### src/rtl/retospect_config_loader.sv
// Purpose: serial configuration-chain loader with an optional CRC-8 readback verify pass.
// Latency: the first chain bit appears the cycle after a byte is accepted; one bit per cycle after that.
// Backpressure: byte_ready drops while the buffer holds two or more bits or the chain is already fully requested.
// Ports: clk/reset (sync, active-high); start/verify_en/abort control; byte_in/byte_valid/byte_ready input stream;
//        config_en/bs_out/bs_ret chain interface; reset_nn/busy/done/error/crc_out status.
module retospect_config_loader #(
  parameter int CHAIN_LEN = 1568,
  parameter int CNT_W     = 11
) (
  input  logic       clk,
  input  logic       reset,
  input  logic       start,
  input  logic       verify_en,
  input  logic       abort,
  input  logic [7:0] byte_in,
  input  logic       byte_valid,
  output logic       byte_ready,
  output logic       config_en,
  output logic       bs_out,
  input  logic       bs_ret,
  output logic       reset_nn,
  output logic       busy,
  output logic       done,
  output logic       error,
  output logic [7:0] crc_out
);

  typedef enum logic [2:0] {
    S_IDLE   = 3'd0,
    S_LOAD   = 3'd1,
    S_VERIFY = 3'd2,
    S_ARM    = 3'd3,
    S_FINISH = 3'd4
  } state_t;

  localparam logic [CNT_W-1:0] LP_LAST  = CNT_W'(CHAIN_LEN - 1);
  localparam logic [CNT_W:0]   LP_CHAIN = (CNT_W+1)'(CHAIN_LEN);

  state_t           r_state;
  state_t           w_state_nxt;
  logic             r_verify;
  logic             r_error;
  logic [7:0]       r_buf;
  logic [3:0]       r_fill;
  logic [CNT_W-1:0] r_bitcnt;
  logic [7:0]       r_crc;
  logic [7:0]       r_crc_rb;
  logic [7:0]       r_crc_out;

  logic             w_shift;
  logic             w_last_load;
  logic             w_last_vfy;
  logic [CNT_W:0]   w_req;
  logic             w_byte_ready;
  logic             w_accept;
  logic [7:0]       w_crc_ld_nxt;
  logic [7:0]       w_crc_rb_nxt;

  function automatic logic [7:0] crc8_step(input logic [7:0] c, input logic b);
    logic fb;
    fb = c[7] ^ b;
    return {c[6:0], 1'b0} ^ (fb ? 8'h07 : 8'h00);
  endfunction

  // Bits requested = bits already shifted + bits still waiting in the buffer.
  assign w_req        = {1'b0, r_bitcnt} + (CNT_W+1)'(r_fill);
  assign w_shift      = (r_state == S_LOAD) && (r_fill != 4'd0);
  assign w_last_load  = w_shift && (r_bitcnt == LP_LAST);
  assign w_last_vfy   = (r_state == S_VERIFY) && (r_bitcnt == LP_LAST);
  // Accepting on the last buffered bit keeps the shift gap-free.
  assign w_byte_ready = (r_state == S_LOAD)
                        && ((r_fill == 4'd0) || ((r_fill == 4'd1) && w_shift))
                        && (w_req < LP_CHAIN);
  assign w_accept     = byte_valid && w_byte_ready;
  assign w_crc_ld_nxt = crc8_step(r_crc, r_buf[0]);
  assign w_crc_rb_nxt = crc8_step(r_crc_rb, bs_ret);

  always_comb begin
    w_state_nxt = r_state;
    case (r_state)
      S_IDLE:   if (start) w_state_nxt = S_LOAD;
      S_LOAD: begin
        if (abort)            w_state_nxt = S_IDLE;
        else if (w_last_load) w_state_nxt = r_verify ? S_VERIFY : S_ARM;
      end
      S_VERIFY: begin
        if (abort)           w_state_nxt = S_IDLE;
        else if (w_last_vfy) w_state_nxt = (w_crc_rb_nxt == r_crc_out) ? S_ARM : S_FINISH;
      end
      S_ARM:    w_state_nxt = abort ? S_IDLE : S_FINISH;
      S_FINISH: w_state_nxt = S_IDLE;
      default:  w_state_nxt = S_IDLE;
    endcase
  end

  always_ff @(posedge clk) begin
    if (reset) r_state <= S_IDLE;
    else       r_state <= w_state_nxt;
  end

  always_ff @(posedge clk) begin
    if (reset) begin
      r_verify  <= 1'b0;
      r_error   <= 1'b0;
      r_buf     <= 8'h00;
      r_fill    <= 4'd0;
      r_bitcnt  <= '0;
      r_crc     <= 8'h00;
      r_crc_rb  <= 8'h00;
      r_crc_out <= 8'h00;
    end else begin
      case (r_state)
        S_IDLE: begin
          if (start) begin
            r_verify <= verify_en;
            r_error  <= 1'b0;
            r_buf    <= 8'h00;
            r_fill   <= 4'd0;
            r_bitcnt <= '0;
            r_crc    <= 8'h00;
            r_crc_rb <= 8'h00;
          end
        end
        S_LOAD: begin
          if (abort) begin
            r_error <= 1'b1;
            r_fill  <= 4'd0;
          end else begin
            if (w_shift) begin
              r_crc    <= w_crc_ld_nxt;
              r_bitcnt <= r_bitcnt + CNT_W'(1);
              r_buf    <= {1'b0, r_buf[7:1]};
              r_fill   <= r_fill - 4'd1;
            end
            if (w_accept) begin
              r_buf  <= byte_in;
              r_fill <= 4'd8;
            end
            // Chain full: drop leftover buffered bits and rearm the counter for VERIFY.
            if (w_last_load) begin
              r_crc_out <= w_crc_ld_nxt;
              r_bitcnt  <= '0;
              r_fill    <= 4'd0;
              r_crc_rb  <= 8'h00;
            end
          end
        end
        S_VERIFY: begin
          if (abort) begin
            r_error <= 1'b1;
          end else begin
            r_crc_rb <= w_crc_rb_nxt;
            r_bitcnt <= r_bitcnt + CNT_W'(1);
            if (w_last_vfy && (w_crc_rb_nxt != r_crc_out)) r_error <= 1'b1;
          end
        end
        S_ARM: begin
          if (abort) r_error <= 1'b1;
        end
        default: begin
        end
      endcase
    end
  end

  assign byte_ready = w_byte_ready;
  assign config_en  = w_shift || (r_state == S_VERIFY);
  assign bs_out     = w_shift ? r_buf[0] : ((r_state == S_VERIFY) ? bs_ret : 1'b0);
  // An abort landing in ARM suppresses the pulse in that same cycle.
  assign reset_nn   = (r_state == S_ARM) && !abort;
  assign busy       = (r_state != S_IDLE);
  assign done       = (r_state == S_FINISH);
  assign error      = r_error;
  assign crc_out    = r_crc_out;

endmodule

### config.mk
export PLATFORM = sky130hd
export DESIGN_NAME = retospect_config_loader
export DESIGN_NICKNAME = d
export VERILOG_FILES = /design/src/rtl/retospect_config_loader.sv
export SDC_FILE = /design/constraint.sdc
export NUM_CORES = 1
export LEC_CHECK = 0
export CAP_MARGIN = 20
export CORE_ASPECT_RATIO = 2
export CORE_UTILIZATION = 52
export DETAILED_ROUTE_END_ITERATION = 8
export GPL_TIMING_DRIVEN = 0
export PLACE_DENSITY = 0.84
export SYNTH_ARGS = -nofsm -noshare
export SYNTH_HDL_FRONTEND = slang
export SYNTH_SLANG_ARGS = --single-unit
### constraint.sdc
create_clock -name clk -period 6.1 [get_ports clk]
set_input_delay 1.83 -clock clk [delete_from_list [all_inputs] [get_ports clk]]
set_output_delay 1.83 -clock clk [all_outputs]
set_load 0.01 [all_outputs]
==> results.json <==
{
  "run_status": "finished clean",
  "grt_start_max_net_pins": 19,
  "io_buffer_count": 29,
  "first_iter_violations": 73,
  "asyncSetResetFlopFracSynth_pct": 0,
  "worstPathArrival_ns": 3.38,
  "clock_latency_ns": 0.33,
  "synth_top_cell_by_area": "sky130_fd_sc_hd__dfxtp_1",
  "post_synth_fa_ha_maj_area_fraction_pct": 3.17,
  "critPathSlowestCell": "sky130_fd_sc_hd__clkdlybuf4s50_1",
  "grt_antenna_before_repair": 0,
  "cts_tree": "built",
  "fin_crit_share_pct": 85.5,
  "setup_slack_ns": 0.886,
  "dp_hpwl_um": 4870,
  "grt_usage_pct": 24.9,
  "route.detailed.vias_per_inst": 5.81,
  "pre_cts_slack_ns": 0.884,
  "static-leakage-power_uw": 0.00127,
  "gp_congestion": 0.942,
  "setup_repair_after_global_routing_missed_its_margin": "false",
  "synth-edff-count": 0,
  "fp.dieArea_um2": 5630,
  "share_of_the_yosys_chip_area_belonging_to_registers_pct": 37.7,
  "tritoncts.num_buffers": 5,
  "number_of_detailed_route_iterations_in_the_first_pass": 4,
  "worstSetupEndpointType": "primary output",
  "vias": 2473,
  "cp_max_fo": 7,
  "achievable-frequency_mhz": 192,
  "flow.area_growth_from_synthesis_pct": 16.6,
  "average_cell_area_after_synthesis_um2": 8.35,
  "worst_setup_path_start_kind": "input port",
  "synth-warning-count": 0,
  "wire_length_of_the_first_global_routing_pass_um": 10300,
  "design.core.area_um2": 5140,
  "synthesized_area_fraction_occupied_by_ao_oa_aoi_and_oai_cells_pct": 19.3,
  "finalSetupTns_ns": 0,
  "netlist-cell-type-count": 51,
  "synthesis.instances": 331,
  "path_cells": "clkdlybuf4s50_1 > nor2_1 > and3_1 > clkdlybuf4s50_1",
  "holdCritPathClass": "reg2reg",
  "postCtsHoldBufs": 0,
  "finalSetupViolations": 0,
  "powerDensity_nw_per_um2": 216,
  "number_of_global_route_vias_before_repair": 2305,
  "floorplan.initialDensity_pct": 53.8,
  "xor_xnor_cell_area_share_of_the_yosys_netlist_pct": 7.29,
  "num_antenna_cells": 0,
  "synth_top_family_by_area": "simple AND/OR/NAND/NOR gates",
  "power.clock.fraction_pct": 30.5,
  "period_needed_ns": 5.21,
  "p_int_uw": 484,
  "die_x_extent_um": 53.6,
  "yosys_most_used_dff": "sky130_fd_sc_hd__dfxtp_1",
  "synthesis.nets": 353,
  "wl_per_cell_um": 14.8,
  "floorplan.die.height_um": 105,
  "post_synth_main_area_contributors": "sky130_fd_sc_hd__dfxtp_1 (38%), sky130_fd_sc_hd__a21oi_1 (4.9%), sky130_fd_sc_hd__nor2_1 (4.9%)",
  "power_switching_uw": 212,
  "kind_of_critical_path": "in2out",
  "cts-root-buf": "sky130_fd_sc_hd__clkbuf_8",
  "clk_pin_slew_ns": 0.10,
  "io_pins": 30,
  "yosys_register_bits": 52,
  "finish.net_count": 389,
  "synth.top_cell.area_share_pct": 37.7,
  "drt-total-wl_um": 6300,
  "numClockSinks": 52,
  "htree_levels": 2,
  "worstPathRequired_ns": 4.27,
  "floorplan.rows": 37,
  "drv_slew": 0,
  "share_comb_of_total_power_pct": 18.4,
  "maximum_single_stage_delay_on_the_critical_path_ns": 0.53,
  "final_cell_mix": "sky130_fd_sc_hd__dfxtp_1 (52), sky130_fd_sc_hd__nor2_1 (36), sky130_fd_sc_hd__nand2_1 (32)",
  "gr-total-overflow": 0,
  "cap_viol_max_count": 0,
  "mappedNetlistArea_um2": 2760,
  "synthMuxAreaShare_pct": 3.98,
  "cts_resized": 0,
  "route.antenna.remaining_nets": 0,
  "drc": 0,
  "post_route_cells_drive_above_1_share_pct": 6.52,
  "final_common_cell": "sky130_fd_sc_hd__dfxtp_1",
  "clock_skew_ns": 0.00917,
  "post_cts_buffers": 0,
  "final-hold-violation-count": 0,
  "synth_simple_gate_area_share_pct": 24.3,
  "vdd.ir_drop.worst_v": 0.000199,
  "swShare_pct": 30.4,
  "timing_worst_slew_pin_value_ns": 0.601,
  "critical_path.most_common_cell": "sky130_fd_sc_hd__clkdlybuf4s50_1",
  "clockBufferDepth": 2,
  "max_slew_margin_pct": 59.5,
  "pwr-share-seq_pct": 51.1
}
==> per-stage QoR <==
stage	std cells	hold slack, ns	total power [uW]	cell area, um^2	util (%)
floorplan	331	0.438	447	2760	-
global placement	418	0.450	488	3130	60.8
detailed placement	418	0.457	490	3130	60.8
CTS	426	0.472	701	3220	62.7
global route	426	0.501	730	3220	62.7
finish	426	0.467	696	3220	62.7
==> logic make-up after synthesis <==
logic type      count (synthesis)
compound gates                 74
xor+xnor                       23
fa+ha+maj                       7
buf+inv                        28
flops                          52
mux                            11
simple gates                  136
==> flip-flops by register name, indices dropped and copies added (netlist names) <==
signal	flops
crc_out	8
error	1
r_bitcnt	11
r_buf	8
r_crc	8
r_crc_rb	8
r_fill	4
r_state	3
r_verify	1
==> critical path, delay by kind of cell <==
kind | cells | cell delay [ns]
AND/OR/NAND/NOR | 2 | 0.49
buffers and inverters | 2 | 1.06
==> routing by layer <==
layer  up-vias  track usage, %  wire length, um
li1       1260               -                -
met1      1163            25.0             2420
met2        38            44.9             3550
met3        12            4.80              165
met4         0            12.6              156
met5         -               0                0
==> cell type report <==
type / instances / area, um^2
fill: 443 / 1920
multi-input combinational: 251 / 1600
sequential: 52 / 1040
timing repair buffer: 29 / 290
buffer: 17 / 77.6
tap: 58 / 72.6
clock buffer: 5 / 68.8
inverter: 11 / 41.3
clock inverter: 3 / 26.3
==> synth_stat cells, types with 2 or more instances <==
library cell / n
sky130_fd_sc_hd__o21ai_0: 5
sky130_fd_sc_hd__o2111ai_1: 2
sky130_fd_sc_hd__a221o_1: 7
sky130_fd_sc_hd__nand3_1: 19
sky130_fd_sc_hd__nand3b_1: 2
sky130_fd_sc_hd__and4_1: 2
sky130_fd_sc_hd__ha_1: 7
sky130_fd_sc_hd__nor3_2: 2
sky130_fd_sc_hd__and3_1: 9
sky130_fd_sc_hd__nor3b_1: 2
sky130_fd_sc_hd__nand2b_1: 5
sky130_fd_sc_hd__inv_1: 11
sky130_fd_sc_hd__buf_2: 5
sky130_fd_sc_hd__or3_1: 2
sky130_fd_sc_hd__xor2_1: 13
sky130_fd_sc_hd__a211oi_1: 9
sky130_fd_sc_hd__clkbuf_1: 11
sky130_fd_sc_hd__or2_2: 2
sky130_fd_sc_hd__nand4_1: 3
sky130_fd_sc_hd__nor4_1: 3
sky130_fd_sc_hd__nand2_1: 32
sky130_fd_sc_hd__nor3_1: 9
sky130_fd_sc_hd__a21o_1: 3
sky130_fd_sc_hd__nor2b_1: 3
sky130_fd_sc_hd__o21a_1: 2
sky130_fd_sc_hd__mux2i_1: 11
sky130_fd_sc_hd__and2_1: 2
sky130_fd_sc_hd__a211o_1: 2
sky130_fd_sc_hd__nor2_1: 36
sky130_fd_sc_hd__xnor2_1: 10
sky130_fd_sc_hd__o22ai_1: 2
sky130_fd_sc_hd__a21oi_1: 27
sky130_fd_sc_hd__o31ai_1: 2
sky130_fd_sc_hd__dfxtp_1: 52
==> final timing paths <==
path | from | to | slack (ns) | depth (start not counted)
setup / recovery | abort | reset_nn | 0.89 | 4
hold / removal | r_buf[7] | r_buf[7] | 0.47 | 2
setup reg to reg | r_fill[0] | r_buf[5] | 3.41 | 9
hold reg to reg | r_buf[7] | r_buf[7] | 0.47 | 2
==> power groups by stage <==
stage | clock network, uW | logic [uW] | registers [uW]
final | 212 | 128 | 355
after global routing | 232 | 141 | 357
after detailed placement | 0 | 127 | 363
after floorplan | 0 | 85.3 | 361
after CTS | 218 | 127 | 355
after global placement | 0 | 125 | 363
Note: power is estimated with default switching activity, not from simulation.
